**config.mk**
```make
export PLATFORM = sky130hd
export DESIGN_NAME = mem_burst_ctrl
export DESIGN_NICKNAME = d
export VERILOG_FILES = /design/src/rtl/mem_burst_ctrl.sv
export SDC_FILE = /design/constraint.sdc
export NUM_CORES = 1
export LEC_CHECK = 0
export ABC_AREA = 1
export CORE_ASPECT_RATIO = 0.6
export CORE_MARGIN = 3
export CORE_UTILIZATION = 31
export DETAILED_ROUTE_END_ITERATION = 7
export PLACE_DENSITY_LB_ADDON = 0.25
export SYNTH_ARGS = -nofsm -noshare
export SYNTH_HDL_FRONTEND = slang
export SYNTH_SLANG_ARGS = --single-unit
```
**constraint.sdc**
```tcl
create_clock -name clk -period 1.5 [get_ports clk]
set_input_delay 0.225 -clock clk [delete_from_list [all_inputs] [get_ports clk]]
set_output_delay 0.225 -clock clk [all_outputs]
set_load 0.05 [all_outputs]
```
**src/rtl/mem_burst_ctrl.sv**
```systemverilog
// mem_burst_ctrl
// Moves one cache block of BLOCK_WORDS words between the cache and external
// memory. A refill copies memory to the cache; a writeback copies the cache
// to memory. One word moves per memory access, and the controller advances
// only on a cycle where memory reports a completed access.
//
// Ports
//   clk            clock, rising edge
//   arstn          synchronous active-low reset
//   i_start_read   request a block refill (accepted in IDLE only)
//   i_start_write  request a block writeback (accepted in IDLE only, wins over read)
//   i_addr         block byte address, sampled when a request is accepted
//   i_wr_word      cache word at o_word_idx, used as write data
//   o_word_idx     current word index within the block
//   o_rd_word      refill word (mirror of i_mem_rdata)
//   o_rd_valid     o_rd_word is to be written into the cache this cycle
//   o_busy         transfer in progress
//   o_done         one-cycle completion pulse
//   o_mem_we       memory write enable, high only in a completing write cycle
//   o_mem_addr     memory byte address, 0 when not transferring
//   o_mem_wdata    memory write data (mirror of i_wr_word)
//   i_mem_rdata    memory read data
//   i_mem_access   memory access completes this cycle
module mem_burst_ctrl #(
    parameter int unsigned DATA_WIDTH  = 32,
    parameter int unsigned ADDR_WIDTH  = 64,
    parameter int unsigned BLOCK_WORDS = 16
) (
    input  logic                           clk,
    input  logic                           arstn,
    input  logic                           i_start_read,
    input  logic                           i_start_write,
    input  logic [ADDR_WIDTH-1:0]          i_addr,
    input  logic [DATA_WIDTH-1:0]          i_wr_word,
    output logic [$clog2(BLOCK_WORDS)-1:0] o_word_idx,
    output logic [DATA_WIDTH-1:0]          o_rd_word,
    output logic                           o_rd_valid,
    output logic                           o_busy,
    output logic                           o_done,
    output logic                           o_mem_we,
    output logic [ADDR_WIDTH-1:0]          o_mem_addr,
    output logic [DATA_WIDTH-1:0]          o_mem_wdata,
    input  logic [DATA_WIDTH-1:0]          i_mem_rdata,
    input  logic                           i_mem_access
);

    localparam int unsigned IDX_W = $clog2(BLOCK_WORDS);
    // Byte offset bits covered by one block (word index plus 2 byte bits).
    localparam int unsigned OFF_W = IDX_W + 2;
    localparam logic [IDX_W-1:0] LAST_IDX = IDX_W'(BLOCK_WORDS - 1);

    typedef enum logic [1:0] {
        IDLE  = 2'd0,
        READ  = 2'd1,
        WRITE = 2'd2,
        DONE  = 2'd3
    } state_t;

    state_t                     state;
    logic [IDX_W-1:0]           idx;
    // Only the block-aligned upper address bits are kept; the low bits are
    // always zero after acceptance.
    logic [ADDR_WIDTH-OFF_W-1:0] base_hi;
    logic                       xfer;

    always_ff @(posedge clk) begin
        if (!arstn) begin
            state   <= IDLE;
            idx     <= '0;
            base_hi <= '0;
        end else begin
            case (state)
                IDLE: begin
                    if (i_start_write || i_start_read) begin
                        state   <= i_start_write ? WRITE : READ;
                        base_hi <= i_addr[ADDR_WIDTH-1:OFF_W];
                        idx     <= '0;
                    end
                end
                READ, WRITE: begin
                    if (i_mem_access) begin
                        // Power-of-two block: the increment wraps the last
                        // index back to 0 as the FSM enters DONE.
                        idx <= idx + 1'b1;
                        if (idx == LAST_IDX) begin
                            state <= DONE;
                        end
                    end
                end
                DONE: begin
                    state <= IDLE;
                end
                default: begin
                    state <= IDLE;
                end
            endcase
        end
    end

    always_comb begin
        xfer        = (state == READ) || (state == WRITE);
        o_word_idx  = idx;
        o_busy      = (state != IDLE);
        o_done      = (state == DONE);
        o_rd_word   = i_mem_rdata;
        o_mem_wdata = i_wr_word;
        o_rd_valid  = (state == READ) && i_mem_access;
        o_mem_we    = (state == WRITE) && i_mem_access;
        // base + idx*4 reduces to concatenation since base is block-aligned.
        o_mem_addr  = xfer ? {base_hi, idx, 2'b00} : '0;
    end

endmodule

```
-- Yosys cells after proc, flatten, opt, wreduce, memory -nomap -nowiden
Index checks and enable logic that the tools add are counted.
- register bits after elaboration: 64
- input port bits: 133
- output and inout bits: 136
- logic and storage cells: 31
- add/sub/neg operators: 1
- equality and inequality tests: 7
- multiplexer cells: 9
- reduce and logical (&&, ||, !) cells: 11
- operators by type and width (operator ; count):
    two-way mux 64 bit ; 1
    two-way mux 2 bit ; 4
    two-way mux 4 bit ; 2
    case mux 4 bit (2 select lines) ; 1
    != test 2 bit, second input constant ; 3
    case mux 2 bit (3 select lines) ; 1
    AND reduction 3 bit ; 2
    adder 4 x 1 -> 4 bit, second input constant ; 1
    equality test 2 bit, second input constant ; 2
    equality test 4 bit, second input constant ; 1
    nonzero test 2 bit ; 2
    equality test 2 x 1 -> 1 bit, second input constant ; 1
    logical AND 1 bit ; 2
    logical NOT 2 bit ; 1
    logical OR 1 bit ; 2
    AND reduction 2 bit ; 1
    OR reduction 2 bit ; 1

-- Depth between registers and ports, before layout
- depth after elaboration: 4
- mapped depth: 9
- gate-level depth less buffers: 9

-- Worst setup path after synthesis
No wires, ideal clock.
- path kind: register to output
- from: reg state[0]
- to: out o_mem_addr[4]
- data arrival time: 1.509 ns
- required time: 1.275 ns
- slack: -0.234 ns
- cell stages (with the launch flop): 7
- buffers on the path: 2
- cells stage by stage: dfxtp_1 -> inv_1 -> ha_1 -> buf_2 -> buf_2 -> nand2_1 -> inv_1
- word-level cells in the longest chain between the ends: 3
- elaborated cells between the ends (all ways): 4
- classes of those cells: eq/ne: 2; mux: 1; reduce/logical: 1
- ends and longest elaborated chain (what ; RTL line ; source):
    start, declared ; 59 ; state_t state;
    start signal, assigned ; 75 ; state <= i_start_write ? WRITE : READ;
    equality test 2 x 1 -> 1 bit / equality test 2 bit (equally long branches) ; 101 ; xfer = (state == READ) || (state == WRITE);
    logical OR 1 bit (*) ; 101 ;
    two-way mux 64 bit (*) ; 110 ; o_mem_addr = xfer ? {base_hi, idx, 2'b00} : '0;
    end, declared ; 41 ; output logic [ADDR_WIDTH-1:0] o_mem_addr,
Mark *: on every way between the ends. The rest lies on a longest branch, timed or not.

-- Worst setup path after layout
- from: reg state[1]
- to: out o_mem_addr[56]
The elaborated chain is that of the path after synthesis.

==> results.py <==
metrics = {
    "status": {
        "status": "complete, but fails checks",
        "violations": "negative setup slack",
    },
    "worst_setup_path": {
        "worstSetupPathType": "reg2out",
        "cp.arrival_ns": 1.58,
        "rrSetupSlack_ns": -0.05,
        "path_max_fanout": 32,
        "crit_required_ns": 1.27,
        "cp_common_cell": "buf_12",
        "crit_slowest_cell": "dfxtp_2",
        "reg2reg_from": "state[1]",
        "start_kind": "flop",
        "cpPeakStageDelay_ns": 0.35,
        "r2r-end": "o_word_idx[2]",
        "cp-end-kind": "output pin",
        "reg2regPathDepth": 10,
        "crit_chain": "inv_4, ha_4, buf_12, nand2_1, clkinvlp_4, buf_12",
    },
    "placement": {
        "hpwlAfterDp_um": 6840,
        "port_buffers": 132,
        "gp_congestion": 0.809,
    },
    "detailed_routing": {
        "antenna_left": 0,
        "drt_iter0_drc": 186,
        "drt-wirelength-per-cell_um": 13.0,
        "viasPerCell": 4.45,
        "drt-pass1-iter-count": 4,
        "drc_errors": 0,
        "wirelength_um": 9530,
        "via_count": 3274,
    },
    "cts": {
        "cts_tree": "built",
        "h-tree-depth": 3,
        "clkLatencyLatePin_ns": 0.33,
        "clockBufferDepth": 2,
        "clockRootBuffer": "clkbuf_16",
        "clk_pin_slew_ns": 0.06,
        "cts_buffers": 9,
        "ctsHoldBuffers": 0,
        "clkSinkCount": 64,
    },
    "global_routing": {
        "antenna_found_initial": 0,
        "grt_pass1_wl_um": 15300,
        "gr-usage-all-layers_pct": 15.3,
        "grt_max_degree": 63,
        "grt-ovfl-total": 0,
        "grt_pass1_vias": 3189,
    },
    "power_and_ir_drop": {
        "p_per_area_nw_per_um2": 2030,
        "peakVddDrop_uv": 835,
        "p_leak_nw": 2.30,
        "clockPowerShare_pct": 19.7,
        "p_sw_w": 0.00512,
        "power_frac_comb_pct": 59.8,
        "swShare_pct": 42.8,
        "p_seq_share_pct": 20.4,
        "p_int_w": 0.00685,
    },
    "worst_hold_path": {
        "hold_path_class": "in2reg",
        "whs_endpoint": "state[1]",
        "hold_path_depth": 4,
        "min-delay-start": "arstn",
    },
    "yosys": {
        "synth.avg_cell_area_um2": 6.64,
        "synth-seq-area-share_pct": 37.1,
        "syn_area_um2": 3450,
        "synth_cell_types": 17,
        "yosysWarnings": 0,
        "synth-seq-cells": 64,
        "synthCells": 520,
    },
    "sta": {
        "skew_ns": 0.00754,
        "grt_setup_unrepaired": "yes",
        "fin_setup_tns_ns": -17.17,
        "hold_ws_ns": 0.364,
        "fmax_mhz": 554,
        "hold_viol_final": 0,
        "fin_ws_ns": -0.306,
        "min_period_ns": 1.81,
        "slew_viol_final": 0,
        "fin_crit_sh_pct": 120,
        "finalSetupViolations": 66,
    },
    "layout": {
        "multi_input_area_um2": 1350,
        "num_antenna_cells": 0,
        "layout-drive-gt1-share_pct": 33.7,
        "nets": 730,
        "syn_to_final_growth_pct": 71.2,
        "postLayoutCoreUtil_pct": 55.2,
        "seqCellArea_um2": 1280,
        "fillCellCount": 950,
    },
    "die": {
        "floorplan.initialDensity_pct": 32.3,
        "die_width_um": 142,
        "die_h_um": 87.7,
        "rows": 29,
        "ios": 269,
        "core_area_um2": 10700,
        "dieArea_um2": 12500,
    },
    "run": {
        "maxCapViolCount": 0,
    },
}
-- how the worst max path moves through the flow --
stage / startpoint / end / cells past startpoint
after floorplan: state[1] / o_mem_addr[4] / 6
after global placement: i_start_read / base_hi[35] / 6
after detailed placement: i_start_write / base_hi[36] / 6
after CTS: state[1] / o_mem_addr[56] / 6
after global routing: state[1] / o_mem_addr[56] / 6
final: state[1] / o_mem_addr[56] / 6
-- cells in the mapped netlist (all sizes together) --
library cell / count / area, um2
nor2: 127 / 477
nand2: 81 / 304
buf: 79 / 598
inv: 77 / 289
dfxtp: 64 / 1280
o21ai: 60 / 300
clkbuf: 12 / 45.0
ha: 6 / 75.1
nand3: 6 / 30.0
a21oi: 5 / 36.3
nand4: 2 / 12.5
conb: 1 / 3.75
-- worst max-delay path: cells and delay by family, from the launching register on --
family        cells  cell delay (ns)
fa+ha+maj         1             0.30
buf+inv           4             0.46
flops             1             0.35
simple gates      1             0.12
-- cells in the final DEF (no fill, tap or decap), types with 9 or more instances in the layout --
master	instances
nor2_1	124
clkinvlp_4	61
o21ai_1	9
dfxtp_1	62
o21ai_0	51
clkdlybuf4s50_1	61
buf_12	76
nand2_1	64
nand2_2	14
clkbuf_16	9
-- logic make-up (layout without fill, tap and decap cells) --
logic type | count (synthesis) | count (layout) | synth area share, %
buffers and inverters | 168 | 243 | 27.0
other | 1 | 2 | 0.109
and+or+nand+nor | 216 | 216 | 23.8
AOI/OAI and AO/OA | 65 | 65 | 9.75
DFF | 64 | 64 | 37.1
adders and majority gates | 6 | 6 | 2.17
-- state kept, by name, indices dropped and copies added, names as in the netlist --
| signal | cells |
|---|---|
| state | 2 |
| base_hi | 58 |
| o_word_idx | 4 |
-- power groups by stage --
stage	Sequential (W)	Combinational, W	Clock (W)
after detailed placement	0.00248	0.00686	0
after floorplan	0.00248	0.00433	0
after global routing	0.00251	0.00762	0.00250
after global placement	0.00245	0.00675	0
after CTS	0.00245	0.00707	0.00242
final	0.00245	0.00716	0.00236
-- cell type report --
class / instances / share of cell area, %
well taps: 139 / 2.94
clock inverters: 6 / 1.82
clock buffers: 10 / 3.87
inverters: 77 / 8.74
flip-flops and latches: 64 / 21.7
multi-input cells: 289 / 22.9
repair buffers: 150 / 38.0
-- routing by layer --
metal  up-vias  global-route usage (%)  share of wire (%)
met2       174                    22.8                 43
met3        15                    9.71                 14
met4         0                    4.97                1.3
met1      1467                    18.2                 42
li1       1618                       -                  -
met5         -                       0                  0
-- metrics by stage --
step                      instance area (um2)  instances  total power, W  setup WS, ns
after detailed placement                 5440        714         0.00934        -0.114
after CTS                                5850        735          0.0119        -0.323
after global routing                     5910        735          0.0126        -0.377
after global placement                   5440        714         0.00920       -0.0617
final                                    5910        735          0.0120        -0.306
after floorplan                          3720        521         0.00681       -0.0429
-- timing repair --
| action | CTS | global route |
|---|---|---|
| cloned | 1 | 0 |
| setup endpoints to repair | 67 | 71 |
| resized for setup | 19 | 15 |
| endpoints found under the hold margin | 0 | 0 |
| pin swaps | 3 | 2 |
| buffers inserted | 4 | 2 |
No activity file was read; power rests on OpenSTA's default activity.
==> variant 1, RTL diff (config.mk and constraints unchanged) <==
Change the parameter `DATA_WIDTH` from 32 to 48.
--- a/src/rtl/mem_burst_ctrl.sv
+++ b/src/rtl/mem_burst_ctrl.sv
@@ -22,7 +22,7 @@
 //   i_mem_rdata    memory read data
 //   i_mem_access   memory access completes this cycle
 module mem_burst_ctrl #(
-    parameter int unsigned DATA_WIDTH  = 32,
+    parameter int unsigned DATA_WIDTH  = 48,
     parameter int unsigned ADDR_WIDTH  = 64,
     parameter int unsigned BLOCK_WORDS = 16
 ) (
Interface: changed (resized i_mem_rdata, i_wr_word, o_mem_wdata and o_rd_word); port bits go from 269 to 333. No check against the original RTL was run, so the function may have changed too.
==> variant 1 against the original RTL <==
- via count is 1.8% higher
- the run still ends with setup timing left
- count of clock-buffer cells in the layout is 1 higher
- core utilization is 4.0 points lower
- setup slack better by 0.022 ns
- synthesized cell count is 6.2% higher
- critical endpoint is now o_mem_addr[61]
- area after synthesis is 7.0% higher
- register-to-register slack worse by 0.08 ns
- design area is 0.72% lower
- total power is 3.5% lower
- highest routed layer unchanged
- routed wire length is 7.5% higher
- critical path type unchanged
- first-iteration DRC count is 37% lower
- global-route usage is 0.29 points higher
- sequential cell count stayed put
==> variant 1: results (changes against the original RTL) <==
stage;metric;value;unit;change
power_and_ir_drop;Peak VDD IR;954;uV;was 835 uV
timing;final setup vio count;66;;unchanged
cells_and_area;layout cells sized above 1;0.332;;was 0.337
synthesis;sequential area share after synthesis;0.347;;was 0.371
drt;starting DRC count in detailed routing;117;;was 186
cells_and_area;filler instances;1055;;was 950
status;failing checks;setup timing;;unchanged
cells_and_area;NumNets Final;763;;was 730
worst_setup_path;worst reg2reg path startpoint;state[0];;was state[1]
global_route;met2 Use GR;0.219;;was 0.228
global_route;vias in the first global route;3364;;was 3189
global_route;Global Route met1 Usage;0.176;;was 0.182
place;gpl congestion;0.787;;was 0.809
status;outcome;finished, violations left;;unchanged
synthesis;top cells by area, synth;dfxtp_1 35%, buf_4 20%, nor2_1 13%;;was dfxtp_1 37%, buf_4 14%, nor2_1 14%
drt;wire per inst;13.5;um;was 13.0 um
power_and_ir_drop;leakage;2.27;nW;was 2.30 nW
global_route;total track usage;0.156;;was 0.153
worst_setup_path;CP Max Fanout;30;;was 32
timing;setup TNS;-16.07;ns;was -17.17 ns
global_route;met3 Track Usage GR;0.134;;was 0.0971
timing;Hold Worst Slack;0.380;ns;was 0.364 ns
timing;Worst Setup Slack, final;-0.284;ns;was -0.306 ns
synthesis;most instantiated cells after synthesis;127 x nor2_1, 98 x buf_4, 81 x nand2_1;;was 127 x nor2_1, 81 x nand2_1, 75 x inv_1
timing;Fin Clk Skew;0.0117;ns;was 0.00754 ns
worst_setup_path;R2R Setup Slk;-0.13;ns;was -0.05 ns
worst_setup_path;WP data arrival;1.56;ns;was 1.58 ns
variant 1: per-layer routing:
metal | vias up | wire length, um
met5 | - | 0
met4 | 0 | 150
met3 | 27 | 1770
met2 | 210 | 4100
met1 | 1474 | 4210
li1 | 1621 | -
variant 1: layout make-up:
type / instances / area share
timing repair buffer: 151 / 0.379
inverter: 77 / 0.0876
tap: 160 / 0.0341
clock buffer: 11 / 0.0414
multi-input combinational: 289 / 0.229
clock inverter: 5 / 0.00959
sequential: 64 / 0.219
variant 1: worst max-delay path by stage:
stage                 startpoint        endpoint  depth (start not counted)
floorplan               state[1]   o_mem_addr[4]                          6
global placement    i_start_read        state[0]                          7
detailed placement  i_start_read     base_hi[45]                          6
CTS                     state[1]  o_mem_addr[44]                          6
global route            state[0]  o_mem_addr[48]                          6
finish                  state[0]  o_mem_addr[61]                          6
variant 1: repair_timing:
action,4_1_cts,5_1_grt
setup endpoints to repair,68,69
pin swaps,2,1
gates resized for setup,20,3
buffers inserted,4,0
variant 1: power by group:
group | switching [mW] | internal (mW) | leakage, nW
Clock | 0.748 | 1.33 | 0.145
Sequential | 0.250 | 2.21 | 0.532
Combinational | 4.08 | 2.93 | 1.59
Total | 5.08 | 6.47 | 2.27
variant 1: worst max-delay path, delay by kind of cell (launching register included):
| kind | cells | cell delay [ns] |
|---|---|---|
| buffers and inverters | 4 | 0.47 |
| AND/OR/NAND/NOR | 1 | 0.11 |
| adder cells (fa/ha/maj) | 1 | 0.30 |
| flip-flops | 1 | 0.34 |
variant 1: logic make-up (layout without fill, tap and decap cells):
kind of cell | after synthesis | in the layout | synth area share
and+or+nand+nor | 216 | 216 | 0.223
DFF | 64 | 64 | 0.347
other | 1 | 2 | 0.00102
AOI/OAI and AO/OA | 65 | 65 | 0.0912
adders and majority gates | 6 | 6 | 0.0203
buffers and inverters | 200 | 244 | 0.318
variant 1: stage by stage:
step | worst slack [ns] | std cells | power, mW | cell area, um2 | util
floorplan | -0.0429 | 553 | 7.04 | 3960 | -
global placement | -0.0579 | 740 | 9.25 | 5490 | 0.479
detailed placement | -0.100 | 740 | 9.36 | 5490 | 0.479
CTS | -0.305 | 757 | 11.7 | 5860 | 0.512
global route | -0.381 | 757 | 12.3 | 5870 | 0.513
finish | -0.284 | 757 | 11.5 | 5870 | 0.513
==> variant 2, RTL diff (config.mk and constraints unchanged) <==
Without the edit above. The 4 states of `state_t` get a one-hot encoding in 4 bits.
--- a/src/rtl/mem_burst_ctrl.sv
+++ b/src/rtl/mem_burst_ctrl.sv
@@ -49,11 +49,11 @@
     localparam int unsigned OFF_W = IDX_W + 2;
     localparam logic [IDX_W-1:0] LAST_IDX = IDX_W'(BLOCK_WORDS - 1);
 
-    typedef enum logic [1:0] {
-        IDLE  = 2'd0,
-        READ  = 2'd1,
-        WRITE = 2'd2,
-        DONE  = 2'd3
+    typedef enum logic [3:0] {
+        IDLE  = 4'b0001,
+        READ  = 4'b0010,
+        WRITE = 4'b0100,
+        DONE  = 4'b1000
     } state_t;
 
     state_t                     state;
Formal check against the unedited RTL: no difference found for any inputs over 10 cycles, from zero or initial values and one cycle with arstn low; not proved beyond that.
==> variant 2 against the original RTL <==
- the run still ends with setup timing left
- die area decreased by 3.9%
- global-route usage increased by 0.64 points
- total power decreased by 7.8%
- critical path depth increased by 2
- setup slack got worse by 0.062 ns
- design area increased by 16%
- sequential cell count increased by 2
- area after synthesis decreased by 4.1%
- routed wire length increased by 28%
- sequential power increased by 3%
- largest power group unchanged
==> variant 2: results (changes against the original RTL) <==
stage;metric;value;unit;change
status;outcome;finished, violations left;;unchanged
status;failing checks;setup timing;;unchanged
cells_and_area;layout cells sized above 1;0.548;;was 0.337
global_route;first-pass GRT wire length;15.4;mm;was 15.3 mm
synthesis;Warnings, synthesis;0;;unchanged
drt;routed length on met2;5.42;mm;was 4.12 mm
cells_and_area;seq_cells;66;;was 64
cells_and_area;design area;6880;um2;was 5910 um2
drt;wl on met1;5.44;mm;was 3.98 mm
drt;starting DRC count in detailed routing;179;;was 186
cells_and_area;fraction of area in multi-input gates;0.301;;was 0.229
power_and_ir_drop;Peak VDD IR;813;uV;was 835 uV
place;Placed Area;5300;um2;was 5440 um2
drt;DR DRC count;0;;unchanged
place;detailed placement HPWL;6.64;mm;was 6.84 mm
cells_and_area;NumNets Final;698;;was 730
timing;Worst Setup Slack, final;-0.368;ns;was -0.306 ns
global_route;Global Route met1 Usage;0.205;;was 0.182
worst_setup_path;CP Max Fanout;10;;was 32
worst_setup_path;WP data arrival;1.64;ns;was 1.58 ns
cells_and_area;Clock Network Area Fraction;0.0395;;was 0.0569
global_route;met2 Use GR;0.229;;was 0.228
place;dpl cells;660;;was 714
worst_setup_path;R2R Setup Slk;-0.26;ns;was -0.05 ns
cells_and_area;bufs w/o clock;182;;was 150
drt;met3 wire len;1.23;mm;was 1.31 mm
synthesis;Adder-Cell Fraction of Synth Area;0.00378;;was 0.0217
cts;Resized cells post-CTS;72;;was 19
power_and_ir_drop;leakage;2.54;nW;was 2.30 nW
cells_and_area;final core occ;0.680;;was 0.552
global_route;largest net degree at the start of global routing;61;;was 63
cells_and_area;Seq area share;0.193;;was 0.217
min_path;Worst Hold Path Cells;3;;was 4
cells_and_area;comb_multi_in;231;;was 289
worst_setup_path;crit path to;o_mem_addr[10];;was o_mem_addr[56]
cells_and_area;Non-Clock Buffer Area Fraction;0.401;;was 0.380
synthesis;Cell variety after synth;21;;was 17
cells_and_area;Logic inverters;74;;was 77
worst_setup_path;worst setup path startpoint;state[2];;was state[1]
drt;wire per inst;17.3;um;was 13.0 um
drt;vias per cell;4.73;;was 4.45
synthesis;sequential area share after synthesis;0.399;;was 0.371
cells_and_area;filler instances;738;;was 950
global_route;met3 Track Usage GR;0.0964;;was 0.0971
min_path;Hold EP;o_word_idx[2];;was state[1]
timing;Fin Clk Skew;0.00577;ns;was 0.00754 ns
timing;final setup vio count;129;;was 66
cells_and_area;clock buf count;12;;was 10
power_and_ir_drop;switching part of the total;0.419;;was 0.428
drt;vias;3324;;was 3274
global_route;vias in the first global route;3061;;was 3189
worst_setup_path;reg2reg path depth;12;;was 10
timing;Hold Worst Slack;0.323;ns;was 0.364 ns
worst_setup_path;Critical R2R Capture;base_hi[28];;was o_word_idx[2]
synthesis;Post-Synthesis Cells;460;;was 520
[variant 2: cell count changes after synthesis, sizes merged, moves of 2 or more]
cell	delta
nand2	-63
a21oi	+58
nor2	-55
ha	-5
nand3	+4
inv	-3
buf	-2
dfxtp	+2
[variant 2: cells by family after synthesis]
family | after synthesis
buffers and inverters | 164
AOI/OAI and AO/OA | 122
and+or+nand+nor | 104
DFF | 66
xor gates and xnor gates | 2
adders and majority gates | 1
other | 1
[variant 2: critical path, stage by stage (launching register included)]
cell	delay (ns)
dfxtp_2	0.32
buf_6	0.11
nor2_4	0.09
nand2_2	0.09
nand2_4	0.11
clkinv_8	0.11
clkbuf_16	0.21
nor2_4	0.12
buf_12	0.14
[variant 2: power by group through the flow]
stage / registers (mW) / logic [mW] / clock network, mW
after detailed placement: 2.54 / 3.76 / 0
after floorplan: 2.52 / 2.78 / 0
after CTS: 2.51 / 4.28 / 1.96
after global routing: 2.58 / 6.93 / 2.05
final: 2.52 / 6.59 / 1.94
after global placement: 2.51 / 3.68 / 0
